**config.mk**
```make
export PLATFORM = sky130hd
export DESIGN_NAME = mem_arbiter
export DESIGN_NICKNAME = d
export VERILOG_FILES = /design/src/rtl/mem_arbiter.sv
export SDC_FILE = /design/constraint.sdc
export NUM_CORES = 1
export LEC_CHECK = 0
export ABC_AREA = 1
export ABC_CLOCK_PERIOD_IN_PS = 1600
export CAP_MARGIN = 0
export CORE_MARGIN = 10
export CORE_UTILIZATION = 25
export CTS_BUF_LIST = sky130_fd_sc_hd__clkbuf_4 sky130_fd_sc_hd__clkbuf_8
export CTS_CLUSTER_DIAMETER = 150
export DETAILED_ROUTE_END_ITERATION = 8
export GPL_ROUTABILITY_DRIVEN = 0
export PLACE_DENSITY_LB_ADDON = 0.3
export SYNTH_ARGS = -nofsm -noshare
export SYNTH_HDL_FRONTEND = slang
export SYNTH_SLANG_ARGS = --single-unit
```
**constraint.sdc**
```tcl
create_clock -name clock -period 1.6 [get_ports clock]
set_input_delay 0.4 -clock clock [delete_from_list [all_inputs] [get_ports clock]]
set_output_delay 0.4 -clock clock [all_outputs]
set_load 0.01 [all_outputs]
```
**src/rtl/mem_arbiter.sv**
```systemverilog
// Two-port round-robin arbiter in front of a single shared word memory.
// Every access runs IDLE -> ACCESS -> RESP; the winning port's inputs are latched at grant.
module mem_arbiter #(
    parameter int unsigned DEPTH = 64
) (
    input  logic        clock,
    input  logic        reset,
    input  logic        req0,
    input  logic        req1,
    input  logic        we0,
    input  logic        we1,
    input  logic [31:0] addr0,
    input  logic [31:0] addr1,
    input  logic [31:0] wdata0,
    input  logic [31:0] wdata1,
    output logic        ack0,
    output logic        ack1,
    output logic [31:0] rdata0,
    output logic [31:0] rdata1,
    output logic        err0,
    output logic        err1,
    output logic        mem_read,
    output logic        mem_write,
    output logic [31:0] mem_addr,
    output logic [31:0] mem_wdata,
    input  logic [31:0] mem_rdata
);
    typedef enum logic [1:0] {IDLE, ACCESS, RESP} state_t;

    localparam logic [31:0] DEPTH_W = 32'(DEPTH);

    state_t      state_q;
    logic        lastGnt_q;
    logic        port_q;
    logic        we_q;
    logic [31:0] addr_q;
    logic [31:0] wdata_q;
    logic        ack0_q;
    logic        ack1_q;
    logic        err0_q;
    logic        err1_q;
    logic [31:0] rdata0_q;
    logic [31:0] rdata1_q;

    logic        gnt_d;
    logic        outOfRange;
    logic [31:0] respData_d;

    // A lone requester wins outright; on a tie the port not served last wins.
    always_comb begin
        gnt_d = req1;
        if (req0 && req1) begin
            gnt_d = ~lastGnt_q;
        end
    end

    assign outOfRange = (addr_q >= DEPTH_W);
    assign respData_d = (!we_q && !outOfRange) ? mem_rdata : 32'h0;

    always_comb begin
        mem_read  = 1'b0;
        mem_write = 1'b0;
        mem_addr  = 32'h0;
        mem_wdata = 32'h0;
        if (state_q == ACCESS) begin
            mem_addr  = addr_q;
            mem_wdata = wdata_q;
            mem_write = we_q & ~outOfRange;
            mem_read  = ~we_q & ~outOfRange;
        end
    end

    always_ff @(posedge clock) begin
        if (!reset) begin
            state_q   <= IDLE;
            lastGnt_q <= 1'b1;
            port_q    <= 1'b0;
            we_q      <= 1'b0;
            addr_q    <= 32'h0;
            wdata_q   <= 32'h0;
            ack0_q    <= 1'b0;
            ack1_q    <= 1'b0;
            err0_q    <= 1'b0;
            err1_q    <= 1'b0;
            rdata0_q  <= 32'h0;
            rdata1_q  <= 32'h0;
        end else begin
            ack0_q <= 1'b0;
            ack1_q <= 1'b0;
            err0_q <= 1'b0;
            err1_q <= 1'b0;
            case (state_q)
                IDLE: begin
                    if (req0 || req1) begin
                        state_q <= ACCESS;
                        port_q  <= gnt_d;
                        we_q    <= gnt_d ? we1 : we0;
                        addr_q  <= gnt_d ? addr1 : addr0;
                        wdata_q <= gnt_d ? wdata1 : wdata0;
                    end
                end
                ACCESS: begin
                    state_q   <= RESP;
                    lastGnt_q <= port_q;
                    if (port_q) begin
                        ack1_q   <= 1'b1;
                        err1_q   <= outOfRange;
                        rdata1_q <= respData_d;
                    end else begin
                        ack0_q   <= 1'b1;
                        err0_q   <= outOfRange;
                        rdata0_q <= respData_d;
                    end
                end
                RESP: begin
                    state_q <= IDLE;
                end
                default: begin
                    state_q <= IDLE;
                end
            endcase
        end
    end

    assign ack0   = ack0_q;
    assign ack1   = ack1_q;
    assign err0   = err0_q;
    assign err1   = err1_q;
    assign rdata0 = rdata0_q;
    assign rdata1 = rdata1_q;
endmodule
```
==> results of run 1 <==
==> worst max-delay path, stage by stage (launching register included) <==
cell and delay [ns]:
dfxtp_2 0.35, inv_2 0.04, nor2_4 0.08, inv_2 0.07, buf_12 0.15, buf_16 0.15
buf_6 0.12, nor2_4 0.09, buf_6 0.11
==> repair_timing <==
action                                  in CTS  in global routing
gates resized for setup                    505                156
endpoints found under the setup margin     200                136
gates cloned                                17                  5
pin swaps                                   37                 15
buffers inserted                            23                 11
==> cell families after synthesis <==
logic type             Yosys count
AO/OA/AOI/OAI                  228
flip-flops                     137
AND/OR/NAND/NOR                302
buffers and inverters          137
==> final timing paths <==
| check | from | to | slack [ns] | cells after the start |
|---|---|---|---|---|
| min reg2reg | lastGnt_q$_SDFFE_PN1P_ | lastGnt_q$_SDFFE_PN1P_ | 0.46 | 2 |
| max reg2reg | state_q[0]$_SDFFE_PN0P_ | rdata1[11]$_SDFFE_PN0P_ | -0.20 | 12 |
| max | state_q[0]$_SDFFE_PN0P_ | mem_wdata[24] | -0.42 | 8 |
| min | reset | state_q[0]$_SDFFE_PN0P_ | 0.33 | 3 |
==> power breakdown <==
| group | switching, W | internal [W] | leakage [nW] | total, W |
|---|---|---|---|---|
| combinational | 0.00131 | 0.00145 | 3.47 | 0.00275 |
| clock | 0.00164 | 0.00145 | 0.209 | 0.00309 |
| sequential | 0.000162 | 0.00369 | 1.13 | 0.00386 |
| total | 0.00311 | 0.00659 | 4.81 | 0.00970 |
==> layer usage <==
| metal | up-vias | GRT usage | part of all wire |
|---|---|---|---|
| li1 | 3375 | - | - |
| met1 | 3211 | 0.203 | 0.41 |
| met2 | 255 | 0.299 | 0.49 |
| met4 | 0 | 0.0292 | 0.0090 |
| met5 | - | 0 | 0 |
| met3 | 16 | 0.0625 | 0.088 |
==> state kept, by name (all words and copies together) (netlist names), 2 cells and up <==
name and cells:
rdata1 32, wdata_q 32, state_q 2, addr_q 32, rdata0 32
==> placed cells by master, fill, tap and decap left out, types with 5 or more instances in the layout <==
cell type,Yosys,routed
nand2_1,176,172
clkdlybuf4s50_1,0,164
dfxtp_1,137,132
inv_1,71,67
o21ai_0,102,66
a31oi_1,65,65
dlygate4sd2_1,0,64
o21ai_2,0,59
buf_6,3,51
buf_4,4,43
nor2_4,1,42
buf_2,16,31
buf_12,0,28
nor2_1,84,23
a21oi_1,33,23
nor2_2,2,22
nand3_1,22,21
clkbuf_8,0,17
buf_16,0,14
nand3_2,10,11
a21oi_2,0,10
inv_6,0,7
inv_2,1,5
dfxtp_2,0,5
==> stage by stage <==
step           instance area, um^2  hold slack (ns)
5_1_grt                      11400            0.315
4_1_cts                      10700            0.301
6_report                     11400            0.334
2_1_floorplan                 5800            0.427
3_3_place_gp                  9490            0.438
3_5_place_dp                  9490            0.444
==> layout make-up <==
| type | count | area, um^2 |
|---|---|---|
| Timing Repair Buffer | 406 | 4380 |
| Multi-Input combinational cell | 530 | 3200 |
| Clock inverter | 15 | 176 |
| Inverter | 72 | 270 |
| Fill cell | 2238 | 11300 |
| Sequential cell | 137 | 2750 |
| Clock buffer | 17 | 234 |
| Tap cell | 285 | 357 |
==> run_results.csv, run 1 <==
group,metric,value,unit
sta,fmax,0.496,GHz
synth,synthArstFlopShare,0,
synth,yosys.area_share.adder,0,
clock_network,cts_root_buf,"clkbuf_8",
sta,slew_viol_final,0,
synth,syn_nets,970,
detailed_routing,drtAntennaViolNets,0,
detailed_routing,via_per_inst,4.69,
detailed_routing,wirelength,27.0,mm
clock_network,path_clk_slew,0.10,ns
synth,synth-edff-count,0,
status,failed_checks,"negative setup slack",
setup_path,crit_fanout,5,
setup_path,critPathLaunchType,"flip-flop",
global_route,grt_start_max_net_pins,55,
synth,avgSynthCellArea,7.22,um^2
sta,worst_slack,-0.417,ns
min_path,hold_class,"primary input to flip-flop",
global_route,antenna_found_initial,0,
synth,synth_area,5800,um^2
setup_path,setup.worst_path.end_class,"output port",
synth,synth_xor_area_frac,0,
global_route,grt_pass1_wl,39.9,mm
placement,port_buffers,299,
placement,hpwl,17.2,mm
power,powerDensity,854,nW/um^2
detailed_routing,num_vias,6857,
synth,synthCells,804,
sta,setup_tns,-28.72,ns
sta,fin_skew,0.0177,ns
cells_and_area,nets,1330,
synth,yosysTopAreaCellShare,0.473,
clock_network,postCtsHoldBufs,0,
status,status,"complete, but fails checks",
sta,relSlewSlack,0.689,
sta,hold_viol_final,0,
placement,place_ws,-0.425,ns
synth,muxShareOfSynthArea,0,
detailed_routing,drtIter0Drc,364,
floorplan,fp-row-count,55,
floorplan,io_pins,300,
synth,synth_largest_area_cell,"dfxtp_1",
cells_and_area,synthToLayoutAreaGrowth,95.8,%
placement,dp_cells,1382,
floorplan,start_util,0.256,
detailed_routing,first_pass_iters,4,
cells_and_area,drive_gt1_frac,0.318,
floorplan,coreArea,22700,um^2
power,p_leak,4.81,nW
sta,min_period,2.02,ns
clock_network,cts.htree.levels,4,
synth,synth_compound_area_frac,0.211,
power,ir_drop,476,uV
clock_network,worstSkewPairLatency,0.45,ns
global_route,track_usage,0.173,
synth,synthTopCellsByArea,"dfxtp_1, nand2_1, o21ai_0",
floorplan,die_w,172,um
power,power.total,0.00970,W
synth,yosys.area_share.simple,0.218,
synth,ys_seq_area_frac,0.473,
cells_and_area,insertedDiodeCount,0,
synth,synth_common_cells,"nand2_1, dfxtp_1, o21ai_0",
detailed_routing,post_drt_wl_per_cell,18.5,um
synth,synth_top_family_by_area,"simple AND/OR/NAND/NOR gates",
clock_network,cts_buffers,17,
sta,setup_viol,133,
detailed_routing,drc_errors,0,
synth,yosysMostFrequentCell,"nand2_1",
synth,ys_warn_count,0,
synth,synth-main-ff-cell,"dfxtp_1",
job,maxCapViolations,0,
global_route,grt-ovfl-total,0,
clock_network,clk_path_buf_depth,2,
cells_and_area,final_cell_count_no_fill,1462,
setup_path,cp.required,1.20,ns
floorplan,die_y,172,um
clock_network,cts_tree,"done",
synth,synth-seq-cells,137,
sta,tightest_slew,0.466,ns
synth,synth.distinct_cells,23,
sta,period_share,1.26,
clock_network,clock-sinks,137,
setup_path,crit_type,"flip-flop to output port",
floorplan,die_area,29700,um^2
sta,rsz0062_at_grt,"yes",
cells_and_area,final_util,0.500,
global_route,grt_pass1_vias,6888,
setup_path,arrival,1.62,ns
Note: power is estimated with default switching activity, not from simulation.
==> run 2: changes to the inputs <==
- GPL_ROUTABILITY_DRIVEN: 0 -> not set
- SKIP_CTS_REPAIR_TIMING: not set -> 1
==> run 2 against run 1 <==
Effect of this change: sequential cell count unchanged; sequential power about the same; core utilization down 5.2 points; the run still ends with negative setup slack left; sequential share of layout area up 2.8 points; critical path type unchanged; clock skew down 0.0016 ns; die area unchanged; critical path depth down 2; global-route usage down 2.2 points; fmax up 3.3%.
==> run_results.csv, run 2 (synthesis results as in run 1) <==
group,metric,value,unit
status,status,"complete, but fails checks",
status,failed_checks,"negative setup slack",
floorplan,io_pins,300,
detailed_routing,first_pass_iters,4,
clock_network,clock-sinks,137,
detailed_routing,drc_errors,0,
clock_network,cts.htree.levels,4,
setup_path,setup.worst_path.end_class,"output port",
power,switching_power,0.00282,W
global_route,met2_usage,0.248,
min_path,min_from,"reset",
sta,fin_skew,0.0161,ns
sta,rsz0062_at_grt,"yes",
clock_network,clk_path_buf_depth,2,
placement,globalplace.congestion,0.808,
detailed_routing,wirelength,24.5,mm
global_route,track_usage,0.151,
floorplan,die_y,172,um
global_route,gr-usage-met1,0.179,
setup_path,rr_startpoint,"state_q[0]$_SDFFE_PN0P_",
power,seqPwrFrac,0.421,
sta,slew_viol_final,0,
power,ir_drop,466,uV
sta,relSlewSlack,0.700,
floorplan,coreArea,22700,um^2
global_route,grt_pass1_wl,35.6,mm
placement,port_buffers,299,
cells_and_area,synthToLayoutAreaGrowth,75.3,%
cells_and_area,insertedDiodeCount,0,
cells_and_area,nets,1295,
power,swShare,0.310,
power,p_clk_frac,0.336,
setup_path,crit_fanout,3,
clock_network,cts_buffers,17,
setup_path,crit_family,"simple AND/OR/NAND/NOR gates",
setup_path,cp_common_cell,"nor2_2",
clock_network,worstSkewPairLatency,0.44,ns
global_route,antenna_found_initial,0,
detailed_routing,drtIter0Drc,379,
global_route,grt_start_max_net_pins,55,
cells_and_area,mostFrequentLayoutCell,"nand2_1",
cells_and_area,fill_cells,2348,
cells_and_area,seqCellArea,2750,um^2
setup_path,critPathLaunchType,"flip-flop",
cells_and_area,drive_gt1_frac,0.217,
clock_network,cts_tree,"done",
setup_path,arrival,1.55,ns
setup_path,cp_slowest_stage_delay,0.33,ns
setup_path,crit_path_cell_trace,"nor2_2, nand2_1, nor2_2, nand2_2, nor4_2, buf_2",
power,powerDensity,895,nW/um^2
sta,worst_slack,-0.352,ns
setup_path,slowest_stage,"dfxtp_1",
clock_network,cts_root_buf,"clkbuf_8",
global_route,grt-ovfl-total,0,
power,p_leak,5.18,nW
sta,period_share,1.22,
cells_and_area,final_util,0.448,
detailed_routing,num_vias,6481,
floorplan,fp-row-count,55,
detailed_routing,via_per_inst,4.54,
global_route,grt_pass1_vias,6409,
sta,min_period,1.95,ns
cells_and_area,mostFrequentLayoutCells,"nand2_1, clkdlybuf4s50_1, dfxtp_1, o21ai_0, inv_1",
floorplan,start_util,0.256,
sta,setup_viol,79,
clock_network,path_clk_slew,0.09,ns
setup_path,crit_type,"flip-flop to output port",
sta,fmax,0.512,GHz
power,p_int,0.00628,W
setup_path,cp.required,1.20,ns
setup_path,crit_start,"addr_q[19]$_SDFFE_PN0P_",
setup_path,regToRegSetupSlack,-0.05,ns
placement,hpwl,17.2,mm
setup_path,crit_buf_inv,1,
detailed_routing,drtAntennaViolNets,0,
sta,tightest_slew,0.451,ns
floorplan,die_w,172,um
job,maxCapViolations,0,
floorplan,die_area,29700,um^2
min_path,hold_class,"primary input to flip-flop",
cells_and_area,multi_input_area,2660,um^2
sta,hold_slack,0.293,ns
global_route,grt_most_used_layer,"met2",
detailed_routing,post_drt_wl_per_cell,17.2,um
power,combPwrFrac,0.243,
global_route,groute.layer.met3.usage,0.0677,
sta,hold_viol_final,0,
## run 2: worst paths after layout
| path | end | depth (start not counted) |
|---|---|---|
| setup reg to reg | rdata0[5]$_SDFFE_PN0P_ | 11 |
| setup / recovery | mem_read | 6 |
| hold reg to reg | lastGnt_q$_SDFFE_PN1P_ | 2 |
| hold / removal | state_q[1]$_SDFFE_PN0P_ | 3 |
## run 2: tightest hold or removal path: stages
cell and delay [ns]:
buf_2 0.14, inv_1 0.10, nor2_2 0.05
## run 2: cell type report
| type | instances | area share |
|---|---|---|
| inverters | 72 | 0.0273 |
| multi-input cells | 530 | 0.261 |
| flip-flops and latches | 137 | 0.270 |
| repair buffers | 371 | 0.366 |
| well taps | 285 | 0.0351 |
| clock inverters | 15 | 0.0173 |
| clock buffers | 17 | 0.0230 |
## run 2: power by group through the flow
stage          clock [W]  sequential, W  combinational (W)
2_1_floorplan          0        0.00392           0.000838
3_3_place_gp           0        0.00390            0.00208
3_5_place_dp           0        0.00390            0.00209
4_1_cts          0.00317        0.00382            0.00210
5_1_grt          0.00332        0.00387            0.00244
6_report         0.00306        0.00383            0.00221
## run 2: metrics by stage
step,cells,setup TNS [ns],cell area [um^2],worst slack [ns],power (W)
detailed placement,1382,-36.87,9490,-0.425,0.00599
global placement,1382,-33.71,9490,-0.394,0.00598
finish,1427,-17.53,10200,-0.352,0.00910
global route,1427,-31.53,10200,-0.478,0.00963
CTS,1414,-69.78,9900,-0.935,0.00909
floorplan,804,0,5800,0.0216,0.00476
## run 2: layer usage
| layer | wire (um) | part of all wire | vias to the layer above |
|---|---|---|---|
| met5 | 0 | 0 | - |
| met4 | 197 | 0.0080 | 0 |
| met3 | 2110 | 0.086 | 12 |
| met2 | 11600 | 0.47 | 216 |
| met1 | 10600 | 0.43 | 2965 |
| li1 | - | - | 3288 |
==> variant: new RTL, flow settings as in run 1 <==
Encoding of `state_t`: now one-hot (3 bits for 3 states).
--- a/src/rtl/mem_arbiter.sv
+++ b/src/rtl/mem_arbiter.sv
@@ -26,5 +26,5 @@
     input  logic [31:0] mem_rdata
 );
-    typedef enum logic [1:0] {IDLE, ACCESS, RESP} state_t;
+    typedef enum logic [2:0] {IDLE = 3'b001, ACCESS = 3'b010, RESP = 3'b100} state_t;
 
     localparam logic [31:0] DEPTH_W = 32'(DEPTH);
Check against the original RTL: no difference found for any inputs over 4 cycles, from zero or initial values and one cycle with reset low; so few cycles prove little.
==> variant against run 1 <==
The flow still finishes with violations (setup timing). Routed wire length is 4.0% higher. Design area is 1.8% lower. Cell count stayed put. Count of clock-buffer cells in the layout stayed put. Sequential cell count is 1 higher. Synthesized area is 0.52% lower. Power is 4.2% higher. Global-route usage is 0.67 points lower. Setup slack better by 0.052 ns.
==> variant: results (changes against run 1) <==
WP data arrival=1.56 ns (was 1.62 ns); Post-synth top flop=dfxtp_1 (unchanged); Buffers on Ports=299 (unchanged); layout cells sized above 1=0.3189 (was 0.3178); Critical Path Fanout Max=4 (was 5); via count=6843 (was 6857); Reg-to-Reg End=rdata1[12] (was rdata1[11]); Routed WL=28120 um (was 27040 um); vias in the first global route=6714 (was 6888); post-route setup slack=-0.3649 ns (was -0.4167 ns); placed inst area=9605 sq um (was 9487 sq um); P_sw=0.003119 W (was 0.003110 W); failing checks=setup timing (unchanged); leading cell types by count after synthesis=164 x a21oi_1, 138 x dfxtp_1, 111 x nand2_1 (was 176 x nand2_1, 137 x dfxtp_1, 102 x o21ai_0); worst setup path endpoint=mem_write (was mem_wdata[24]); Seq/Total Area, Yosys=0.4785 (was 0.4726); Max Clock Skew=0.01840 ns (was 0.01773 ns); Worst-Skew Late Latency=0.45 ns (about the same); CP Launch Point=state_q[2] (was state_q[0]); Tot GR Track Use=0.1663 (was 0.1730); pre-CTS WS=-0.4465 ns (was -0.4249 ns); NumNets Final=1329 (was 1330); first-pass GRT wire length=38450 um (was 39880 um); largest net degree at the start of global routing=66 (was 55); Reg2Reg Depth=10 (was 12); Lkg Pwr=4.691 nW (was 4.809 nW); top cells by area, synth=dfxtp_1 48%, a21oi_1 14%, o21ai_0 8.4%, nand2_1 7.2%, nor2_1 5.6% (was dfxtp_1 47%, nand2_1 11%, o21ai_0 8.8%, a31oi_1 7.0%, nor2_1 5.4%); status=finished with violations (unchanged); Least-Margin Pin Slew=0.5813 ns (was 0.4663 ns); Unique masters post-synth=18 (was 23); initial antenna violation count=3 (was 0); Finish-stage setup viols=104 (was 133); maximum vdd drop=0.0005300 V (was 0.0004763 V); DPL Wire Length=18290 um (was 17200 um); syn nets=973 (was 970); total of fill cells in the finished design=2230 (was 2238); DRT iter0 DRCs=337 (was 364)
==> variant: changes by cell type after synthesis, moves of 6 or more <==
cell | before | now
clkbuf_1 | 38 | 29
nand2_1 | 176 | 111
buf_1 | 4 | 10
nand3_1 | 22 | 32
buf_2 | 16 | 22
nand3_2 | 10 | 1
a21oi_1 | 33 | 164
a31oi_1 | 65 | 0
==> variant: power groups by stage <==
| stage | registers, W | clock network [W] | logic (W) |
|---|---|---|---|
| 4_1_cts | 0.00389 | 0.00358 | 0.00228 |
| 2_1_floorplan | 0.00397 | 0 | 0.000936 |
| 5_1_grt | 0.00394 | 0.00373 | 0.00298 |
| 3_3_place_gp | 0.00396 | 0 | 0.00223 |
| 3_5_place_dp | 0.00397 | 0 | 0.00223 |
| 6_report | 0.00390 | 0.00347 | 0.00274 |
==> variant: final cells by class <==
cell class	instances	area, sq um	share of cell area
multi-input cells	531	3192	0.2860
repair buffers	402	4098	0.3671
diodes	1	2.502	0.0002242
clock buffers	17	234.0	0.02096
well taps	285	356.6	0.03195
flip-flops and latches	138	2768	0.2480
inverters	73	276.5	0.02477
clock inverters	15	235.2	0.02107
==> variant: layer usage <==
layer  routed length [um]  share of wire  global-route usage
met5                   34         0.0012                   0
met4                  350          0.012             0.04085
met3                 3288           0.12             0.08482
met2                13110           0.47              0.2611
met1                11330           0.40              0.1969
==> variant: repair_timing <==
| action | 4_1_cts | 5_1_grt |
|---|---|---|
| buffers inserted | 10 | 12 |
| cloned | 2 | 15 |
| resized for setup | 354 | 237 |
| pin swaps | 1 | 34 |
| setup endpoints to repair | 166 | 199 |
==> variant: how the worst min path moves through the flow <==
stage          slack [ns]          to        from
5_1_grt              0.30  addr_q[28]       reset
6_report             0.31  addr_q[29]       reset
4_1_cts              0.27  addr_q[29]       reset
3_5_place_dp         0.45   rdata1[0]   rdata1[0]
3_3_place_gp         0.44  rdata1[17]  rdata1[17]
2_1_floorplan        0.43   lastGnt_q   lastGnt_q
==> variant: per-stage QoR <==
step	setup TNS, ns	std cells
finish	-18.53	1462
detailed placement	-34.17	1396
global placement	-32.21	1396
global route	-32.22	1461
floorplan	0	807
CTS	-35.54	1440
==> variant: logic make-up (layout without fill, tap and decap cells) <==
group / count (synthesis) / count (layout) / synth area share
AO/OA/AOI/OAI: 294 / 294 / 0.2549
AND/OR/NAND/NOR: 237 / 237 / 0.1669
flip-flops: 138 / 138 / 0.4785
buffers and inverters: 138 / 507 / 0.09970
other: 0 / 1 / 0
==> variant: critical path, stage by stage (launching register included) <==
cell	delay (ns)
dfxtp_2	0.33
inv_2	0.07
nand3_4	0.12
buf_4	0.18
nor4_2	0.24
buf_4	0.18
